`config.mk`:
```
export PLATFORM = sky130hd
export DESIGN_NAME = output_unit_team1_flat
export DESIGN_NICKNAME = d
export VERILOG_FILES = /design/src/rtl/output_unit_team1_if.sv /design/src/rtl/output_unit_team1.sv /design/src/flat_wrapper.sv
export SDC_FILE = /design/constraint.sdc
export NUM_CORES = 1
export LEC_CHECK = 0
export BUFFER_PORTS_ARGS = -buffer_cell sky130_fd_sc_hd__buf_2
export CORE_MARGIN = 4
export CORE_UTILIZATION = 48
export CTS_BUF_LIST = sky130_fd_sc_hd__clkbuf_8 sky130_fd_sc_hd__clkbuf_16
export DETAILED_ROUTE_END_ITERATION = 6
export PLACE_DENSITY = 0.84
export SLEW_MARGIN = 20
export SYNTH_ARGS = -nofsm -noshare
export SYNTH_HDL_FRONTEND = slang
export SYNTH_SLANG_ARGS = --single-unit
export TNS_END_PERCENT = 1
```
`constraint.sdc`:
```
create_clock -name clk -period 1.8 [get_ports clk]
set_input_delay 0.18 -clock clk [delete_from_list [all_inputs] [get_ports clk]]
set_output_delay 0.18 -clock clk [all_outputs]
set_load 0.1 [all_outputs]
```
`src/rtl/output_unit_team1_if.sv`:
```
// ============================================================================
//  Module      : output_unit_team1_if
//  Description : Bus bundle between the basic-computer control/datapath and
//                the serial output unit.
//                  out_AC : AC[7:0] presented for capture
//                  OUT_C  : OUT instruction strobe (B[10] & p)
//                  OUTR   : output register contents
//                  FGO    : output flag, 1 = ready for a new byte
//                  tx     : serial line, idles high
//                  busy   : 1 whenever a frame is in progress
//                master = control/datapath side, slave = output unit side.
//  Revision    : 1.0 - initial release
// ============================================================================
`default_nettype none

interface output_unit_team1_if;
    logic [7:0] out_AC;
    logic       OUT_C;
    logic [7:0] OUTR;
    logic       FGO;
    logic       tx;
    logic       busy;

    modport master (
        output out_AC,
        output OUT_C,
        input  OUTR,
        input  FGO,
        input  tx,
        input  busy
    );

    modport slave (
        input  out_AC,
        input  OUT_C,
        output OUTR,
        output FGO,
        output tx,
        output busy
    );
endinterface

`default_nettype wire

```
`src/rtl/output_unit_team1.sv`:
```
// ============================================================================
//  Module      : output_unit_team1
//  Description : Output-side counterpart of the INPR/FGI input path. An OUT
//                strobe seen while FGO = 1 captures AC[7:0] into OUTR, clears
//                FGO and transmits OUTR as an 8N1 frame (start, 8 data bits
//                LSB first, stop). FGO is set again when the stop bit ends.
//  Parameters  : CLKS_PER_BIT - clk cycles per serial bit (1..65535)
//  Ports       : clk  - system clock, rising edge
//                rst  - asynchronous active-high reset
//                bus  - output_unit_team1_if.slave (out_AC, OUT_C in;
//                       OUTR, FGO, tx, busy out, all registered)
//  Revision    : 1.0 - initial release
// ============================================================================
`default_nettype none

module output_unit_team1 #(
    parameter int CLKS_PER_BIT = 16
) (
    input  logic                  clk,
    input  logic                  rst,
    output_unit_team1_if.slave    bus
);

    // Baud counter holds 0..CLKS_PER_BIT-1; keep at least one bit so the
    // CLKS_PER_BIT = 1 case still has a legal vector.
    localparam int               BAUD_W   = (CLKS_PER_BIT > 1) ? $clog2(CLKS_PER_BIT) : 1;
    localparam logic [BAUD_W-1:0] BAUD_MAX = BAUD_W'(CLKS_PER_BIT - 1);

    typedef enum logic [1:0] {
        IDLE  = 2'd0,
        START = 2'd1,
        DATA  = 2'd2,
        STOP  = 2'd3
    } state_t;

    state_t             state,    next_state;
    logic [7:0]         outr,     next_outr;
    logic               fgo,      next_fgo;
    logic               tx,       next_tx;
    logic               busy,     next_busy;
    logic [BAUD_W-1:0]  baud_cnt, next_baud_cnt;
    logic [2:0]         bit_cnt,  next_bit_cnt;

    logic               bit_done;

    assign bit_done = (baud_cnt == BAUD_MAX);

    always_ff @(posedge clk or posedge rst) begin
        if (rst) begin
            state    <= IDLE;
            outr     <= 8'h00;
            fgo      <= 1'b1;
            tx       <= 1'b1;
            busy     <= 1'b0;
            baud_cnt <= '0;
            bit_cnt  <= 3'd0;
        end else begin
            state    <= next_state;
            outr     <= next_outr;
            fgo      <= next_fgo;
            tx       <= next_tx;
            busy     <= next_busy;
            baud_cnt <= next_baud_cnt;
            bit_cnt  <= next_bit_cnt;
        end
    end

    // tx is registered, so each transition loads the level of the bit that
    // starts at this edge rather than the one that is ending.
    always_comb begin
        next_state    = state;
        next_outr     = outr;
        next_fgo      = fgo;
        next_tx       = tx;
        next_busy     = busy;
        next_baud_cnt = baud_cnt;
        next_bit_cnt  = bit_cnt;

        case (state)
            IDLE: begin
                next_tx = 1'b1;
                // fgo is the registered flag, so a strobe on the edge that
                // sets it again is still rejected.
                if (bus.OUT_C && fgo) begin
                    next_outr     = bus.out_AC;
                    next_fgo      = 1'b0;
                    next_state    = START;
                    next_tx       = 1'b0;
                    next_busy     = 1'b1;
                    next_baud_cnt = '0;
                end
            end

            START: begin
                if (bit_done) begin
                    next_baud_cnt = '0;
                    next_state    = DATA;
                    next_bit_cnt  = 3'd0;
                    next_tx       = outr[0];
                end else begin
                    next_baud_cnt = baud_cnt + BAUD_W'(1);
                end
            end

            DATA: begin
                if (bit_done) begin
                    next_baud_cnt = '0;
                    if (bit_cnt == 3'd7) begin
                        // Bit counter saturates at 7; never a 9th data bit.
                        next_state = STOP;
                        next_tx    = 1'b1;
                    end else begin
                        next_bit_cnt = bit_cnt + 3'd1;
                        next_tx      = outr[bit_cnt + 3'd1];
                    end
                end else begin
                    next_baud_cnt = baud_cnt + BAUD_W'(1);
                end
            end

            STOP: begin
                next_tx = 1'b1;
                if (bit_done) begin
                    next_baud_cnt = '0;
                    next_bit_cnt  = 3'd0;
                    next_state    = IDLE;
                    next_fgo      = 1'b1;
                    next_busy     = 1'b0;
                end else begin
                    next_baud_cnt = baud_cnt + BAUD_W'(1);
                end
            end

            default: begin
                next_state = IDLE;
                next_tx    = 1'b1;
                next_fgo   = 1'b1;
                next_busy  = 1'b0;
            end
        endcase
    end

    assign bus.OUTR = outr;
    assign bus.FGO  = fgo;
    assign bus.tx   = tx;
    assign bus.busy = busy;

endmodule

`default_nettype wire
```
`src/flat_wrapper.sv`:
```
// flat-port wrapper written by rule: the top's interface ports become plain ports
module output_unit_team1_flat 
#(
    parameter int CLKS_PER_BIT = 16
)
  (clk, rst, bus_out_AC, bus_OUT_C, bus_OUTR, bus_FGO, bus_tx, bus_busy);
  output_unit_team1_if bus_i ();
  input  logic clk;
  input  logic rst;
  input wire logic [$bits(bus_i.out_AC)-1:0] bus_out_AC;
  input wire logic [$bits(bus_i.OUT_C)-1:0] bus_OUT_C;
  output wire logic [$bits(bus_i.OUTR)-1:0] bus_OUTR;
  output wire logic [$bits(bus_i.FGO)-1:0] bus_FGO;
  output wire logic [$bits(bus_i.tx)-1:0] bus_tx;
  output wire logic [$bits(bus_i.busy)-1:0] bus_busy;
  assign bus_i.out_AC = bus_out_AC;
  assign bus_i.OUT_C = bus_OUT_C;
  assign bus_OUTR = bus_i.OUTR;
  assign bus_FGO = bus_i.FGO;
  assign bus_tx = bus_i.tx;
  assign bus_busy = bus_i.busy;
  output_unit_team1 #(.CLKS_PER_BIT(CLKS_PER_BIT)) u_core (.clk(clk), .rst(rst), .bus(bus_i));
endmodule
```
---- Yosys cells after proc, flatten, opt, wreduce, memory -nomap -nowiden ----
Index checks and enable logic that the tools add are counted.
word-level totals
  logic and storage cells ................. 59
  bits of input ports ..................... 11
  output and inout bits ................... 11
  register bits after elaboration ......... 20
operators by class
  reduce and logical (&&, ||, !) cells .... 11
  $lt $le $gt $ge ......................... 1
  mux-type cells .......................... 26
  eq/ne operators ......................... 12
  add/subtract/negate cells ............... 2
operators with widths
  operator                                              count
  != test 2 x 1 -> 1 bit (second input constant)        6
  2-to-1 mux 2 bit                                      5
  2-to-1 mux 1 bit                                      9
  2-to-1 mux 3 bit                                      3
  2-to-1 mux 4 bit                                      2
  one-hot mux 2 bit (4 select lines)                    1
  one-hot mux 4 bit (2 select lines)                    1
  one-hot mux 3 bit (2 select lines)                    1
  AND reduction 5 bit                                   1
  adder 4 x 1 -> 4 bit (second input constant)          1
  equality test 2 bit (second input constant)           2
  equality test 4 bit (second input constant)           1
  < comparator 3 x 4 -> 1 bit (second input constant)   1
  one-hot mux 1 bit (2 select lines)                    2
  one-hot mux 1 bit (4 select lines)                    1
  AND reduction 2 bit                                   2
  AND reduction 4 bit                                   1
  nonzero test 2 bit                                    2
  adder 3 x 1 -> 3 bit (second input constant)          1
  binary-select mux 1 bit (select 3 bit)                1
  equality test 3 bit (second input constant)           1
  AND reduction 3 bit                                   1
  OR reduction 3 bit                                    1
  equality test 2 x 1 -> 1 bit (second input constant)  1
  4 further kinds                                       4

---- Longest topological paths before layout ----
Gate-level depths: netlist (run 1).
  depth in word-level cells ............... 6
  mapped depth ............................ 7
  depth with buffers taken out ............ 6

---- Worst setup path after synthesis (run 1) ----
OpenSTA, ideal clock, no wires.
  path kind ............................... flip-flop to flip-flop
  start ................................... reg u_core.bit_cnt[0]
  end ..................................... reg u_core.tx (netlist: u_core.bus.tx)
  setup slack ............................. -0.196 ns
  path buffers ............................ 0
  period minus slack after synthesis ...... 1.996 ns
  setup time .............................. 0.081 ns
  arrival ................................. 1.915 ns
  required time ........................... 1.719 ns
  cell stages (with the launch flop) ...... 7
  cells stage by stage .................... dfrtp_1 -> ha_1 -> ha_1 -> mux4_1 -> mux2_2 -> o2111ai_2 -> nand2_1
on the way
  word-level cells in the longest chain between the ends .. 6
  elaborated cells on any way between the ends .. 7
  those cells by class .................... 1 x add/sub; 1 x eq/ne; 5 x mux
RTL lines
  element                                 RTL line                  source
  start: declaration                      output_unit_team1.sv:42   logic [2:0] bit_cnt, next_bit_cnt;
  start signal: assignment                output_unit_team1.sv:64   bit_cnt <= next_bit_cnt;
  adder 3 x 1 -> 3 bit                    output_unit_team1.sv:114  next_tx = outr[bit_cnt + 3'd1];
  binary-select mux 1 bit (select 3 bit)  output_unit_team1.sv:114
  2-to-1 mux 1 bit (not written as such)  output_unit_team1.sv:114
  2-to-1 mux 1 bit *                      output_unit_team1.sv:108  if (bit_cnt == 3'd7) begin
  2-to-1 mux 1 bit *                      output_unit_team1.sv:106  if (bit_done) begin
  one-hot mux 1 bit (4 select lines) *    output_unit_team1.sv:79   case (state)
  end signal: assignment                  output_unit_team1.sv:61   tx <= next_tx;
  end: declaration                        output_unit_team1.sv:39   logic tx, next_tx;
Every way passes the cells marked *; elsewhere a longest branch is shown, timed or not. The select of a mux whose other input is x is not followed.
A chain may end at the register's enable or synchronous reset.

---- Worst setup path in the final report (run 1) ----
  start ................................... reg u_core.bit_cnt[1]
  end ..................................... reg u_core.tx (netlist: u_core.bus.tx)
The elaborated chain is that of the path after synthesis.

==> key figures, run 1 <==
Status
  – Status: complete, but fails checks
  – Failing checks: setup timing

Global routing
  – Largest net degree at the start of global routing: 21
  – Antenna violations before repair: 0
  – First-pass GRT wire length: 4040 um
  – All-Layer GR Usage: 16.4%
  – Gr ovfl total: 0
  – Vias in the first global route: 899

Hold path
  – Worst hold path type: input pin to flip-flop
  – Hold Path Stages: 2

Route
  – Via count: 847
  – Via/cell ratio: 5.50
  – DR iter-0 viols: 29
  – WL per Instance: 15.1 um
  – Final ANT Viol Nets: 0
  – DRC: 0
  – 1st-pass router iterations: 4
  – Routed WL: 2320 um

Placement
  – I/O Buffers: 21
  – Placer Congestion: 0.814
  – DP Area: 1290 um^2
  – Post-DP HPWL: 1790 um
  – Placed insts: 149

Synthesis
  – Register area share after synthesis: 45.8%
  – Cells after synthesis: 97
  – Largest cells by area after synthesis: dfrtp_1 41%, mux2_2 11%, ha_1 9.1%
  – Simple-gate portion of the synthesized area: 9.12%
  – Area share of the largest cell type after synthesis: 41.0%
  – Synth Register Bits: 20
  – Area leader, netlist: dfrtp_1
  – Compound-cell area share of the yosys netlist: 15.6%
  – Main combinational cell family by area after synthesis: multiplexers
  – Synth Cell Area: 1100 um^2
  – Synth Warn #: 0
  – Syn Area/Cell: 11.3 um^2
  – Synth Net Count: 116
  – Cell variety after synth: 27
  – Adder-Cell Fraction of Synth Area: 9.12%
  – Post-Synth XOR/XNOR Area: 0%
  – Multiplexer area fraction after synthesis: 17.9%

Final layout
  – Fin area: 1370 um^2
  – FF+latch area: 508 um^2
  – Antenna Cells: 0
  – Filler instances: 182
  – Area Overhead vs Synth: 24.5%
  – Multi-input logic area: 589 um^2
  – Nets@finish: 146
  – Layout cell share with drive strength beyond 1: 43.7%
  – Final Non-Filler Cells: 154

Flow run
  – Max cap viols: 0

Timing
  – # setup viols final: 1
  – Final number of max-transition violations: 0
  – Skew final: 0.00557 ns
  – Min cycle time layout: 1.94 ns
  – Tightest Pin Transition: 0.494 ns
  – PnR worst setup slack: -0.136 ns
  – Slew headroom: 67.3%
  – Hold WS: 0.150 ns
  – Final Hold Viols: 0
  – RSZ-0062 raised after global routing: true
  – Fin crit share: 108%
  – Fmax: 517 MHz

Power and ir drop
  – VDD IR max: 618 uV
  – P per Cell Area: 600 nW/um^2
  – Tot Pwr: 820 uW
  – P_leak: 0.000668 uW

Floorplan
  – I/O pin count: 22
  – Die X: 55.8 um
  – Die height: 55.8 um
  – Initial core utilization: 50.1%
  – Core ar.: 2190 um^2
  – Standard-cell rows: 17
  – Die ar.: 3110 um^2

Critical path
  – Critical-path top delay cell: mux4_2
  – Critical path's largest stage delay: 0.50 ns
  – Crit Path Category: flip-flop to flip-flop
  – CP arrival: 2.13 ns
  – Critical-path cell list: ha_2 -> ha_4 -> mux4_2 -> mux2_4 -> o2111ai_2 -> nand2_1
  – WP data required: 1.99 ns
  – R2R cell count: 6
  – Startpoint Class: flip-flop
  – CP Capture Type: flip-flop
  – Largest fanout on the critical path: 2

Clocking
  – Clk pin slew, worst setup/hold paths: 0.08 ns
  – CTS Sinks: 20
  – CTS Buf Count: 3
  – CTS root buf: clkbuf_8
  – Max clock buf depth: 2
  – CTS H-tree depth: 1
  – Clock latency on the worst-skew pair: 0.26 ns
  – TritonCTS clock tree: yes
  – Setup Buffers After CTS: 0
==> cells in the mapped netlist (all sizes together) <==
cell type and count:
a211oi 1, a21boi 1, a21o 2, a21oi 3
a22o 6, a31oi 2, and3 1, buf 1
clkbuf 3, dfrtp 18, dfstp 2, ha 8
inv 3, mux2 11, mux2i 2, mux4 2
nand2 7, nand2b 1, nand3 4, nor2 8
nor3 1, nor4 1, o2111ai 1, o21ai 6
o21bai 1, o31ai 1
==> layout by cell type, fill, tap and decap left out, drive strengths merged, types with 3 or more instances in the layout <==
master and count:
mux2 11, nor2 8, dfrtp 18, o21ai 6, clkbuf 4, nand2 7
inv 3, ha 8, buf 28, a22o 6, nand3 4, a21oi 3
==> worst paths after layout <==
path	from	slack, ns	to
setup reg to reg	u_core.bit_cnt[1]	-0.14	u_core.bus.tx
min in group asynchronous	rst	0.48	u_core.bus.busy
max in group asynchronous	rst	1.05	u_core.bus.tx
hold reg to reg	u_core.bus.OUTR[7]	0.53	u_core.bus.OUTR[7]
hold / removal	bus_out_AC[3]	0.15	u_core.bus.OUTR[3]
setup / recovery	u_core.bit_cnt[1]	-0.14	u_core.bus.tx
==> layout make-up <==
cell class | count | area share [%]
Timing Repair Buffer | 29 | 12.3
Clock buffer | 4 | 4.03
Tap cell | 28 | 2.56
Multi-Input combinational cell | 70 | 43.1
Inverter | 3 | 0.824
Sequential cell | 20 | 37.2
==> worst max-delay path, delay by kind of cell (launching register included) <==
family	cells	cell delay, ns
adders and majority gates	2	0.47
AOI/OAI and AO/OA	1	0.16
muxes	2	0.78
and+or+nand+nor	1	0.07
DFF	1	0.39
==> flip-flops by register name (all words and copies together), names as in the netlist <==
signal and count:
u_core.bus.OUTR 8, u_core.bus.busy 1, u_core.baud_cnt 4, u_core.bit_cnt 3, u_core.bus.FGO 1, u_core.bus.tx 1
u_core.state 2
==> repair_timing <==
action / in CTS / in global routing
hold buffers: 1 / 0
resized for setup: 0 / 1
pin swaps: 2 / 3
hold endpoints to repair: 18 / 0
setup endpoints to repair: 1 / 4
==> layer usage <==
layer,vias to the layer above,GRT usage (%),wire length (um)
met4,0,6.10,22
met3,4,4.41,113
met5,-,0,0
li1,411,-,-
met2,22,28.5,1180
met1,410,19.2,1010
==> logic make-up (layout without fill, tap and decap cells) <==
family          after synthesis  count (layout)
buf+inv                       7              36
flops                        20              20
fa+ha+maj                     8               8
compound gates               24              24
simple gates                 23              23
mux                          15              15
==> where the power goes <==
part | switching (uW) | internal (uW)
Clock | 151 | 195
Combinational | 13.8 | 10.8
Sequential | 0 | 449
==> per-stage QoR <==
stage          TNS, ns  util [%]  worst slack, ns
6_report        -0.136      62.4           -0.136
2_1_floorplan   -0.231         -          -0.0905
4_1_cts         -0.138      62.1           -0.138
5_1_grt         -0.188      62.4           -0.188
3_5_place_dp    -0.139      59.1           -0.139
3_3_place_gp   -0.0667      59.1          -0.0667
No activity file was read; power rests on OpenSTA's default activity.
==> run 2: changes to the inputs <==
--- a/config.mk
+++ b/config.mk
@@ -6,11 +6,12 @@
 export NUM_CORES = 1
 export LEC_CHECK = 0
 export BUFFER_PORTS_ARGS = -buffer_cell sky130_fd_sc_hd__buf_2
+export CORE_ASPECT_RATIO = 2
 export CORE_MARGIN = 4
-export CORE_UTILIZATION = 48
+export CORE_UTILIZATION = 35
 export CTS_BUF_LIST = sky130_fd_sc_hd__clkbuf_8 sky130_fd_sc_hd__clkbuf_16
 export DETAILED_ROUTE_END_ITERATION = 6
-export PLACE_DENSITY = 0.84
+export PLACE_DENSITY = 0.67
 export SLEW_MARGIN = 20
 export SYNTH_ARGS = -nofsm -noshare
 export SYNTH_HDL_FRONTEND = slang
==> constraint.sdc (replaced) <==
create_clock -name clk -period 1.8 [get_ports clk]
set_input_delay 0.36 -clock clk [delete_from_list [all_inputs] [get_ports clk]]
set_output_delay 0.36 -clock clk [all_outputs]
set_load 0.1 [all_outputs]
==> run 2 against run 1 <==
The flow still finishes with violations (setup timing). Utilization shrank 16 points. Via count grew 1.3%. Die area grew 33%. Critical path depth is the same. Flip-flop and latch count is the same. Global-route usage shrank 2.6 points. Power grew 0.15%. Clock skew shrank 0.0021 ns. Critical path type unchanged. Largest cell class unchanged. Largest power group unchanged. Highest routed layer unchanged.
==> key figures, run 2 (synthesis results as in run 1) <==
Floorplan
  – Standard-cell rows: 28 (was 17)
  – Die ar.: 4150 um^2 (was 3110 um^2)
  – I/O pin count: 22 (unchanged)
  – Initial core utilization: 36.8% (was 50.1%)
  – Die height: 87.2 um (was 55.8 um)
  – Die X: 47.6 um (was 55.8 um)
  – Core ar.: 2980 um^2 (was 2190 um^2)

Power and ir drop
  – Sequential power share: 54.7% (was 54.8%)
  – Sw frac: 20.4% (was 20.1%)
  – Combinational power share: 2.7% (was 3.0%)
  – Clock Power Share: 42.6% (was 42.2%)
  – P per Cell Area: 593 nW/um^2 (was 600 nW/um^2)
  – VDD IR max: 561 uV (was 618 uV)
  – Switching power: 168 uW (was 165 uW)
  – Int Pwr: 653 uW (was 654 uW)
  – P_leak: 0.000679 uW (was 0.000668 uW)

Global routing
  – Antenna violations before repair: 0 (unchanged)
  – First-pass GRT wire length: 4080 um (was 4040 um)
  – Gr ovfl total: 0 (unchanged)
  – Met2 usage: 26.0% (was 28.5%)
  – Largest net degree at the start of global routing: 21 (unchanged)
  – All-Layer GR Usage: 13.8% (was 16.4%)
  – Most used routing layer: met2 (unchanged)
  – Vias in the first global route: 949 (was 899)
  – GR Layer Usage met1: 12.8% (was 19.2%)
  – Met3 usage: 3.11% (was 4.41%)

Clocking
  – TritonCTS clock tree: yes (unchanged)
  – Max clock buf depth: 2 (unchanged)
  – CTS root buf: clkbuf_8 (unchanged)
  – CTS H-tree depth: 1 (unchanged)
  – Cts hold-fix bufs: 0 (was 1)
  – Clk pin slew, worst setup/hold paths: 0.08 ns (about the same)
  – CTS Sinks: 20 (unchanged)
  – CTS Buf Count: 3 (unchanged)
  – Clock latency on the worst-skew pair: 0.26 ns (about the same)

Route
  – DR iter-0 viols: 11 (was 29)
  – WL per Instance: 15.2 um (was 15.1 um)
  – Via count: 858 (was 847)
  – Routed WL: 2400 um (was 2320 um)
  – DRC: 0 (unchanged)
  – Final ANT Viol Nets: 0 (unchanged)
  – Via/cell ratio: 5.43 (was 5.50)
  – 1st-pass router iterations: 4 (unchanged)

Critical path
  – Largest fanout on the critical path: 2 (unchanged)
  – WP data required: 1.99 ns (about the same)
  – CP arrival: 2.11 ns (was 2.13 ns)
  – Startpoint Class: flip-flop (unchanged)
  – FF-to-FF setup slack: -0.12 ns (was -0.14 ns)
  – CP Capture Type: flip-flop (unchanged)
  – RR Startpoint: u_core.bit_cnt[0] (was u_core.bit_cnt[1])
  – R2R cell count: 6 (unchanged)
  – Crit Path Category: flip-flop to flip-flop (unchanged)
  – R2R Path End: u_core.bus.tx (unchanged)

Final layout
  – Max reg flops: 8 (unchanged)
  – Nets@finish: 148 (was 146)
  – Layout cell share with drive strength beyond 1: 44.5% (was 43.7%)
  – Antenna Cells: 0 (unchanged)
  – Commonest non-fill, non-tap cell in the layout: buf_2 (unchanged)
  – Fin area: 1390 um^2 (was 1370 um^2)
  – Final Non-Filler Cells: 158 (was 154)
  – Filler instances: 260 (was 182)
  – Area Overhead vs Synth: 26.2% (was 24.5%)
  – Fin util: 46.5% (was 62.4%)
  – Most frequent cells in the layout: 21 x buf_2, 14 x dfrtp_1, 10 x mux2_2, 10 x buf_4, 8 x nor2_1 (was 21 x buf_2, 14 x dfrtp_1, 10 x mux2_2)

Timing
  – Final Hold Viols: 0 (unchanged)
  – PnR worst setup slack: -0.120 ns (was -0.136 ns)
  – Fin crit share: 107% (was 108%)
  – Hold WS: 0.107 ns (was 0.150 ns)
  – Slew headroom: 67.5% (was 67.3%)
  – Skew final: 0.00349 ns (was 0.00557 ns)
  – Final number of max-transition violations: 0 (unchanged)
  – Min cycle time layout: 1.92 ns (was 1.94 ns)
  – Fmax: 521 MHz (was 517 MHz)
  – RSZ-0062 raised after global routing: true (unchanged)
  – # setup viols final: 1 (unchanged)
  – Tightest Pin Transition: 0.491 ns (was 0.494 ns)

Placement
  – DP Area: 1320 um^2 (was 1290 um^2)
  – I/O Buffers: 21 (unchanged)
  – Post-DP HPWL: 1890 um (was 1790 um)
  – Placed insts: 154 (was 149)
  – Placer Congestion: 0.803 (was 0.814)

Hold path
  – Worst hold path type: input pin to asynchronous set/reset pin (was input pin to flip-flop)

Status
  – Status: complete, but fails checks (unchanged)
  – Failing checks: setup timing (unchanged)

Flow run
  – Max cap viols: 0 (unchanged)
[run 2: changes by cell type in the layout (fill, tap and decap cells not counted)]
cell / previous run / this run
buf_4: 7 / 10
ha_2: 1 / 0
nor4_1: 0 / 1
ha_4: 1 / 2
nor4_2: 1 / 0
dlygate4sd3_1: 1 / 0
[run 2: power by group through the flow]
stage	Sequential (uW)	Combinational, uW	Clock [uW]
5_1_grt	449	25.5	376
4_1_cts	449	22.7	363
3_3_place_gp	458	22.1	0
6_report	449	21.9	350
2_1_floorplan	458	8.73	0
3_5_place_dp	458	22.7	0
[run 2: worst max-delay path by stage]
| stage | endpoint | from | slack, ns | cells past startpoint |
|---|---|---|---|---|
| 2_1_floorplan | u_core.bus.tx | u_core.bit_cnt[0] | -0.09 | 6 |
| 3_3_place_gp | u_core.bus.tx | u_core.bit_cnt[1] | -0.06 | 6 |
| 3_5_place_dp | u_core.bus.tx | u_core.bit_cnt[1] | -0.13 | 6 |
| 4_1_cts | u_core.bus.tx | u_core.bit_cnt[1] | -0.12 | 6 |
| 5_1_grt | u_core.bus.tx | u_core.bit_cnt[0] | -0.19 | 6 |
| 6_report | u_core.bus.tx | u_core.bit_cnt[0] | -0.12 | 6 |
[run 2: timing repair]
item / CTS / global route
setup endpoints to repair: 1 / 1
gates resized for setup: 1 / 0
pin swaps: 1 / 0
buffers inserted: 0 / 0
[run 2: layout make-up]
class / instances / area (um^2) / share of cell area, %
clock buffers: 4 / 55.1 / 3.97
inverters: 3 / 11.3 / 0.813
multi-input cells: 70 / 593 / 42.8
flip-flops and latches: 20 / 508 / 36.7
well taps: 30 / 37.5 / 2.71
repair buffers: 31 / 180 / 13.0
[run 2: metrics by stage]
step / TNS [ns] / power [uW] / setup WS (ns)
floorplan: -0.231 / 467 / -0.0905
global placement: -0.0617 / 480 / -0.0617
detailed placement: -0.128 / 480 / -0.128
CTS: -0.117 / 835 / -0.117
global route: -0.192 / 851 / -0.192
finish: -0.120 / 821 / -0.120
[run 2: routing by layer]
metal	vias to the layer above	share of wire (%)
met5	-	0
met4	0	1.8
met3	5	5.0
met2	24	59
met1	414	34
li1	415	-
[run 2: critical path, cell delays in order, from the launching register on]
cell and delay, ns:
dfrtp_1 0.42, ha_4 0.19, ha_4 0.26, mux4_2 0.48, mux2_4 0.27, o2111ai_2 0.16, nand2_1 0.07
